==> src/rtl/store_pack.sv <==
// Store buffer: packs byte/half/word stores into word-aligned writes.
// Ports: req_* pipeline side, mem_* memory side, ades/ades_badvaddr
// misaligned-store fault, buf_empty. Optional STORE_MISALIGN_EXC_EN.
module store_pack #(
  parameter int DEPTH = 2
) (
  input  logic        clk,
  input  logic        resetn,
  input  logic        req_valid,
  output logic        req_ready,
  input  logic [31:0] req_addr,
  input  logic [31:0] req_data,
  input  logic [1:0]  req_size,
  output logic        mem_valid,
  input  logic        mem_ready,
  output logic [31:0] mem_addr,
  output logic [31:0] mem_wdata,
  output logic [3:0]  mem_wstrb,
  output logic        ades,
  output logic [31:0] ades_badvaddr,
  output logic        buf_empty
);

  localparam int PW = $clog2(DEPTH);

  logic [29:0] a_mem [DEPTH];
  logic [31:0] d_mem [DEPTH];
  logic [3:0]  s_mem [DEPTH];

  logic [PW-1:0] wp, rp;
  logic [PW:0]   count;

  logic        acc, push, pop, mis;
  logic [31:0] pk_data;
  logic [3:0]  pk_strb;
  logic        is_b, is_h;

  assign is_b = (req_size == 2'b00);
  assign is_h = (req_size == 2'b01);

  always_comb begin
    pk_data = req_data;
    pk_strb = 4'b1111;
    unique case (1'b1)
      is_b: begin
        pk_data = {4{req_data[7:0]}};
        pk_strb = 4'b0001 << req_addr[1:0];
      end
      is_h: begin
        pk_data = {2{req_data[15:0]}};
        pk_strb = req_addr[1] ? 4'b1100 : 4'b0011;
      end
      default: begin
        pk_data = req_data;
        pk_strb = 4'b1111;
      end
    endcase
  end

  assign req_ready = (count < (PW+1)'(DEPTH));
  assign mem_valid = (count != '0);
  assign buf_empty = (count == '0);
  assign acc = req_valid && req_ready;
  assign pop = mem_valid && mem_ready;

  // Payload is gated so it reads as zero whenever nothing is pending,
  // which also covers the reset state.
  assign mem_addr  = mem_valid ? {a_mem[rp], 2'b00} : '0;
  assign mem_wdata = mem_valid ? d_mem[rp] : '0;
  assign mem_wstrb = mem_valid ? s_mem[rp] : '0;

`ifdef STORE_MISALIGN_EXC_EN
  assign mis = (is_h && req_addr[0]) ||
               (req_size[1] && (req_addr[1:0] != 2'b00));
  assign push = acc && !mis;

  always_ff @(posedge clk or negedge resetn) begin
    if (!resetn) begin
      ades          <= 1'b0;
      ades_badvaddr <= '0;
    end else begin
      ades <= acc && mis;
      if (acc && mis)
        ades_badvaddr <= req_addr;
    end
  end
`else
  assign mis  = 1'b0;
  assign push = acc && !mis;
  assign ades          = 1'b0;
  assign ades_badvaddr = '0;
`endif

  always_ff @(posedge clk) begin
    if (push) begin
      a_mem[wp] <= req_addr[31:2];
      d_mem[wp] <= pk_data;
      s_mem[wp] <= pk_strb;
    end
  end

  always_ff @(posedge clk or negedge resetn) begin
    if (!resetn) begin
      wp    <= '0;
      rp    <= '0;
      count <= '0;
    end else begin
      if (push)
        wp <= wp + 1'b1;
      if (pop)
        rp <= rp + 1'b1;
      unique case ({push, pop})
        2'b10:   count <= count + 1'b1;
        2'b01:   count <= count - 1'b1;
        default: count <= count;
      endcase
    end
  end

endmodule

==> config.mk <==
export PLATFORM = sky130hd
export DESIGN_NAME = store_pack
export DESIGN_NICKNAME = d
export VERILOG_FILES = /design/src/rtl/store_pack.sv
export SDC_FILE = /design/constraint.sdc
export NUM_CORES = 1
export LEC_CHECK = 0
export BUFFER_PORTS_ARGS = -buffer_cell sky130_fd_sc_hd__clkbuf_2
export CORE_UTILIZATION = 25
export DETAILED_ROUTE_END_ITERATION = 8
export GPL_TIMING_DRIVEN = 0
export SETUP_SLACK_MARGIN = 0.02
export SYNTH_ARGS = -nofsm -noshare
export SYNTH_HDL_FRONTEND = slang
export SYNTH_SLANG_ARGS = --single-unit
==> constraint.sdc <==
create_clock -name clk -period 3.6 [get_ports clk]
set_input_delay 0.72 -clock clk [delete_from_list [all_inputs] [get_ports clk]]
set_output_delay 0.72 -clock clk [all_outputs]
set_load 0.02 [all_outputs]
# == After elaboration in Yosys (flattened, before gate mapping) ==
# Memories as Yosys holds them, arrays and structs flattened.
# Index checks and enable logic that the tools add are counted.
# W data, S select, Z words.
# totals
mem_count,3
ff_bits,4
out_inout_bits,104
in_bits,70
mem_bits_rw,132
word_cells,30
# memory_table
name,depth,width,read_ports,rd_clocked_by_memory_dff,write_ports,line,source
d_mem,2,32,1,0,1,27,logic [31:0] d_mem [DEPTH];
a_mem,2,30,1,0,1,26,logic [29:0] a_mem [DEPTH];
s_mem,2,4,1,0,1,28,logic [3:0] s_mem [DEPTH];
# op_classes
n_addsub,4
n_lt_le_gt_ge,1
eq_ne,3
reduce_logical,6
shift,1
mux,9
# op_table
operator,count
$mux W32,2
$pmux W32 S2,1
$mux W4,2
$pmux W4 S2,1
$eq A2 B1 Y1 const B,2
$logic_not A2 Y1,2
$pmux W2 S2,1
$reduce_bool A2 Y1,2
$shl A1 B2 Y4 const A,1
$add A1 B1 Y1 const B,2
$add A2 B1 Y2 const B,1
$eq A2 B2 Y1 const B,1
$logic_and A1 B1 Y1,2
$lt A2 B2 Y1 const B,1
$mux W1,2
$sub A2 B1 Y2 const B,1

# == Logic depth before layout (Yosys ltp) ==
# Gate-level depths: netlist of run 1.
# logic_depth
word_depth,4
mapped_depth,6
ltp_nobuf,6

# == Worst setup path before layout of run 1 ==
# OpenSTA, ideal clock, no wires.
# synth_path
path_kind,input -> register
from,in req_valid
to,mem a_mem[0][0] (enable)
stages,2
path_buffers,0
arrival_ns,3.589
setup_slack_ns,-0.479
setup_ns,0.491
t_required_ns,3.109
cell_sequence,nand2_1 -> nor2_1
# synth_between
elab_chain_cells,3
# synth_rtl
element,line,source
"start, declared",9,"input logic req_valid,"
$logic_and A1 B1 Y1,63,assign acc = req_valid && req_ready;
$mux W1,95,if (push) begin
$mux W1 (not written as such),96,a_mem[wp] <= req_addr[31:2];
"end, declared",26,
# Every way passes these cells.

# == Final worst setup path of run 1 ==
# layout_path
from,reg count[0]
to,out mem_wdata[12]
# layout_between
elab_chain_cells,2
# layout_rtl
element,line,source
"start, declared",31,logic [PW:0] count;
"start signal, assigned",113,2'b10: count <= count + 1'b1;
"start signal, assigned",114,2'b01: count <= count - 1'b1;
"start signal, assigned",115,default: count <= count;
$reduce_bool A2 Y1,61,assign mem_valid = (count != '0);
$mux W32,69,assign mem_wdata = mem_valid ? d_mem[rp] : '0;
"end, declared",17,"output logic [31:0] mem_wdata,"
# Every way passes these cells.

==> flow_summary_export.csv, run 1 <==
group,metric,value,unit
cts,insertion_delay,0.41,ns
synth,avgSynthCellArea,15.2,um2
routing,wl_per_cell,14.5,um
routing,postRouteAntennaNets,0,
global_route,first_global_vias,3449,
synth,synth-seq-cells,136,
finish,final_cell_mix,"clkbuf_2 (138), edfxtp_1 (132), mux2i_1 (74)",
cts,cts_tree,"built",
worst_setup_path,end_kind,"output pin",
global_route,overflow,0,
timing,skew,0.00953,ns
cts,htreeDepth,4,
synth,synth.cell_area,5870,um2
synth,syn-instance-count,385,
timing,period_needed,2.51,ns
timing,setup-violations-final,0,
power,ir_worst_vdd,0.000302,V
synth,synth_top_area_cell,"edfxtp_1",
run_status,status,"complete, no violations",
routing,drcViolationCount,0,
power,internal_power,4.04,mW
power,switching_share,36.0,%
cts,cts_resized,0,
power,combPwrFrac,39.5,%
synth,ys_seq_area_share,69.3,%
finish,mostFrequentLayoutCell,"clkbuf_2",
synth,yosysUniqueCellTypes,22,
global_route,grt_usage,11.3,%
worst_setup_path,arrival,1.79,ns
place,place_hpwl,9290,um
cts,cts_root_buffer,"clkbuf_16",
synth,synth_top_area_share,67.5,%
timing,finalCritPeriodShare,69.8,%
power,power.leakage,3.29,nW
routing,routed_wl,13200,um
worst_setup_path,start_kind,"register",
place,dp_slack,1.27,ns
routing,vias,3524,
timing,setup_ws,1.09,ns
finish,fill_cells,2270,
timing,tightest_slew,0.629,ns
floorplan,io_pins,174,
floorplan,start_util,25.7,%
floorplan,num_rows,55,
place,numPortBuffers,138,
worst_setup_path,slowest_delay,0.41,ns
synth,synth_area_leaders,"edfxtp_1 (68%), mux2i_1 (13%), buf_4 (4.9%), nor2_1 (4.4%), mux2_2 (3.1%)",
worst_hold_path,hp-class,"in2async",
finish,post_route_cells_drive_above_1_share,40.4,%
routing,via_per_inst,3.89,
worst_setup_path,r2r_start,"count[1]$_DFFE_PN0P_",
finish,nets,650,
floorplan,die_h,155,um
global_route,grt_pass1_wl,19500,um
finish,insertedDiodeCount,0,
worst_setup_path,worst_r2r_endpoint,"d_mem[0][22]$_DFFE_PP_",
cts,cts_buffers,17,
finish,multiInputGateArea,1520,um2
cts,clkTransAtPathRegs,0.06,ns
power,power_density,817,nW/um2
finish,fin_util,33.8,%
run,max-cap-violations,0,
finish,area_growth,31.6,%
synth,ys_warn_count,0,
cts,holdBufCountCts,0,
floorplan,die_w,155,um
place,routabilityCongestion,0.687,
power,p_seq_share,34.0,%
floorplan,die_area,24100,um2
floorplan,core,22800,um2
worst_setup_path,r2r_slack,1.61,ns
worst_setup_path,reg2reg_depth,5,
global_route,grt_max_degree,49,
routing,first_iter_violations,130,
worst_setup_path,critical-path-slowest-cell,"dfrtp_1",
timing,fmax,0.398,GHz
worst_setup_path,crit_type,"reg2out",
timing,slew_viol_final,0,
worst_setup_path,cp_max_fo,10,
cts,clockBufferDepth,2,
worst_setup_path,path_cells,"or2_4 > inv_2 > buf_6 > buf_6 > nor2_1 > clkbuf_2",
worst_setup_path,crit_path_frequent_cell,"buf_6",
global_route,grt_antenna_before_repair,1,
power,p_clk_share,26.5,%
timing,rsz0062_at_grt,"false",
cts,cts_setup_buffers,0,
timing,slew_headroom,58.0,%
timing,hold_violations,0,
finish,seqCellArea,4060,um2
power,p_switching,2.27,mW
worst_setup_path,crit_required,2.88,ns
cts,clock-sinks,136,
routing,drt_pre_antenna_iters,4,
registers in the layout, summed over array words and instances, names as in the netlist:
| register | flops |
|---|---|
| d_mem | 64 |
| a_mem | 60 |
| s_mem | 8 |
| count | 2 |
| rp | 1 |
| wp | 1 |
layout make-up:
type / instances / share of cell area (%)
buffer: 54 / 5.38
clock buffer: 28 / 6.43
clock inverter: 4 / 0.891
inverter: 3 / 0.146
multi-input combinational: 226 / 19.7
sequential: 136 / 52.6
tap: 313 / 5.07
timing repair buffer: 141 / 9.82
Yosys cell counts:
cell	n
and3_1	1
ha_1	1
buf_2	8
edfxtp_1	132
o21bai_1	4
conb_1	1
buf_6	8
dfrtp_1	4
inv_1	2
mux2i_1	74
nand2_1	9
nor2_1	69
buf_4	38
nor2b_1	1
xor2_1	1
inv_2	1
mux2_2	16
nor2_2	1
o21ai_0	8
or2_4	1
xnor2_1	4
and2_1	1
critical path: cells and delay by family, from the launching register on:
| kind | cells | cell delay, ns |
|---|---|---|
| buf+inv | 4 | 0.63 |
| flops | 1 | 0.41 |
| simple gates | 2 | 0.34 |
metrics by stage:
step	cell area, um2	instances	power [mW]	setup TNS, ns	hold slack [ns]
after CTS	7720	905	6.42	0	0.0881
after floorplan	6000	419	3.87	0	0.424
after global routing	7720	905	6.66	0	0.0916
after detailed placement	7160	873	4.73	0	0.525
after global placement	7080	870	4.70	-69.50	0.496
final	7720	905	6.31	0	0.110
worst max-delay path by stage:
stage	startpoint	end	slack, ns
finish	count[0]$_DFFE_PN0P_	mem_wdata[12]	1.09
CTS	rp$_DFFE_PN0P_	mem_wdata[28]	0.96
floorplan	req_valid	a_mem[0][0]$_DFFE_PP_	0.63
detailed placement	req_valid	d_mem[0][16]$_DFFE_PP_	1.27
global route	rp$_DFFE_PN0P_	mem_wdata[28]	0.91
global placement	req_valid	d_mem[0][20]$_DFFE_PP_	-0.69
cell families after synthesis:
| kind of cell | synth area share, % |
|---|---|
| AND/OR/NAND/NOR | 5.57 |
| AO/OA/AOI/OAI | 1.19 |
| flip-flops | 69.3 |
| XOR/XNOR | 0.746 |
| other | 0.0639 |
| adder cells (fa/ha/maj) | 0.213 |
| multiplexers | 15.7 |
| buffers and inverters | 7.27 |
per-layer routing:
layer  vias to the layer above  routed length [um]  track usage (%)
met2                       138                6030             18.0
li1                       1712                   -                -
met5                         -                   0                0
met4                         0                 172             4.48
met1                      1662                6040             14.1
met3                        12                 912             3.90
power groups by stage:
| stage | clock network [mW] | logic, mW | registers [mW] |
|---|---|---|---|
| 6_report | 1.68 | 2.49 | 2.15 |
| 5_1_grt | 1.78 | 2.71 | 2.17 |
| 4_1_cts | 1.72 | 2.55 | 2.15 |
| 3_5_place_dp | 0 | 2.55 | 2.18 |
| 3_3_place_gp | 0 | 2.49 | 2.21 |
| 2_1_floorplan | 0 | 1.69 | 2.18 |
Note: power is estimated with default switching activity, not from simulation.
==> run 2, diff against run 1 <==
clock period = 2.43 ns   (was 3.6 ns; I/O delays follow)
==> flow_summary_export.csv, run 2 (synthesis gave the netlist of run 1 again) <==
group,metric,value,unit
routing,wl_per_cell,14.7,um
cts,clockBufferDepth,2,
power,ir_worst_vdd,0.000486,V
global_route,first_global_vias,3311,
routing,postRouteAntennaNets,0,
finish,largest_register,"d_mem",
worst_setup_path,crit_type,"reg2out",
place,place_inst,873,
cts,cts_root_buffer,"clkbuf_16",
timing,skew,0.00568,ns
cts,cts_buffers,17,
power,total_power,9.35,mW
timing,period_needed,2.31,ns
place,place_hpwl,9220,um
worst_setup_path,crit_required,1.94,ns
global_route,grt_max_degree,55,
floorplan,start_util,25.7,%
power,p_seq_share,34.0,%
place,dp_slack,0.422,ns
worst_setup_path,arrival,1.82,ns
finish,design_area,7740,um2
timing,hold_violations,0,
place,placed_cell_area,7170,um2
cts,htreeDepth,4,
power,combPwrFrac,40.1,%
routing,routed_wl,13300,um
floorplan,num_rows,55,
floorplan,die_h,155,um
power,internal_power,5.91,mW
finish,largest_register_ff_count,64,
cts,cts_tree,"built",
finish,reg.largest.list,"d_mem: 64 flops, a_mem: 60 flops, s_mem: 8 flops",
routing,drcViolationCount,0,
timing,slew_headroom,46.9,%
place,numPortBuffers,138,
place,routabilityCongestion,0.705,
floorplan,core,22800,um2
cts,clkTransAtPathRegs,0.06,ns
run_status,status,"complete, no violations",
worst_hold_path,hp-class,"in2reg",
cts,clock-sinks,136,
floorplan,die_w,155,um
cts,cts_setup_buffers,0,
finish,nets,651,
timing,setup_ws,0.119,ns
power,power_density,1210,nW/um2
power,p_clk_share,25.9,%
finish,final_cell_mix,"clkbuf_2 (138), edfxtp_1 (132), mux2i_1 (73)",
timing,tightest_slew,0.795,ns
timing,rsz0062_at_grt,"false",
power,p_switching,3.44,mW
finish,final_cells,906,
global_route,grt_antenna_before_repair,1,
worst_setup_path,start_kind,"register",
run,max-cap-violations,0,
timing,slew_viol_final,0,
finish,area_growth,31.9,%
power,power.leakage,3.28,nW
floorplan,io_pins,174,
routing,drt_pre_antenna_iters,5,
timing,finalCritPeriodShare,95.1,%
finish,mostFrequentLayoutCell,"clkbuf_2",
floorplan,die_area,24100,um2
routing,vias,3550,
timing,setup-violations-final,0,
timing,fmax,0.433,GHz
global_route,grt_pass1_wl,19600,um
global_route,overflow,0,
finish,fin_util,33.9,%
routing,via_per_inst,3.92,
power,switching_share,36.8,%
finish,insertedDiodeCount,0,
routing,first_iter_violations,162,
worst_setup_path,end_kind,"output pin",
finish,post_route_cells_drive_above_1_share,41.0,%
worst_setup_path,cp_max_fo,10,
cts,insertion_delay,0.40,ns
global_route,grt_usage,11.3,%
==> run 2: changes by cell type in the layout (fill, tap and decap cells not counted), sizes merged <==
cell	change
clkinvlp	+2
dlygate4sd3	+1
clkbuf	-6
clkinv	+4
==> run 2: per-layer routing <==
metal | routed length, um | global-route usage [%] | vias to the layer above
met5 | 13 | 0 | -
met2 | 6170 | 17.9 | 158
met1 | 5960 | 14.2 | 1668
met4 | 95 | 3.36 | 2
met3 | 1080 | 4.40 | 9
li1 | - | - | 1713
==> run 2: worst max-delay path: stages, from the launching register on <==
cell and delay [ns]:
dfrtp_1 0.42, or2_4 0.27, inv_2 0.13, buf_6 0.20
buf_6 0.17, nor2_1 0.08, clkbuf_2 0.16
==> run 2: path summary, 6_finish.rpt <==
path | slack (ns) | from | endpoint | cells past startpoint
max in group asynchronous | 1.86 | resetn | rp$_DFFE_PN0P_ | 2
setup / recovery | 0.12 | count[0]$_DFFE_PN0P_ | mem_wdata[10] | 6
hold / removal | 0.27 | req_addr[28] | a_mem[1][26]$_DFFE_PP_ | 1
setup reg to reg | 0.47 | count[1]$_DFFE_PN0P_ | d_mem[0][23]$_DFFE_PP_ | 4
hold reg to reg | 0.54 | count[0]$_DFFE_PN0P_ | count[0]$_DFFE_PN0P_ | 1
min in group asynchronous | 0.44 | resetn | count[0]$_DFFE_PN0P_ | 2
==> run 2: what timing repair did <==
item,4_1_cts,5_1_grt
gates resized for setup,1,2
endpoints found under the hold margin,4,0
endpoints found under the setup margin,1,1
hold buffers,1,0
==> run 2: cell type report <==
type	count	area, um2
fill	2292	15100
sequential	136	4060
multi-input combinational	226	1530
timing repair buffer	142	776
clock buffer	22	444
buffer	54	419
tap	313	392
clock inverter	10	104
inverter	3	11.3
==> run 2: stage by stage <==
step           hold WS, ns  setup TNS (ns)
6_report             0.268               0
5_1_grt              0.242               0
4_1_cts              0.240               0
3_5_place_dp         0.303               0
3_3_place_gp         0.299          -27.06
2_1_floorplan        0.190               0
==> run 2: power groups by stage <==
stage	registers, mW	clock network (mW)	logic [mW]
floorplan	3.22	0	2.51
global placement	3.24	0	3.71
detailed placement	3.23	0	3.80
CTS	3.19	2.49	3.82
global route	3.22	2.59	4.05
finish	3.18	2.42	3.75
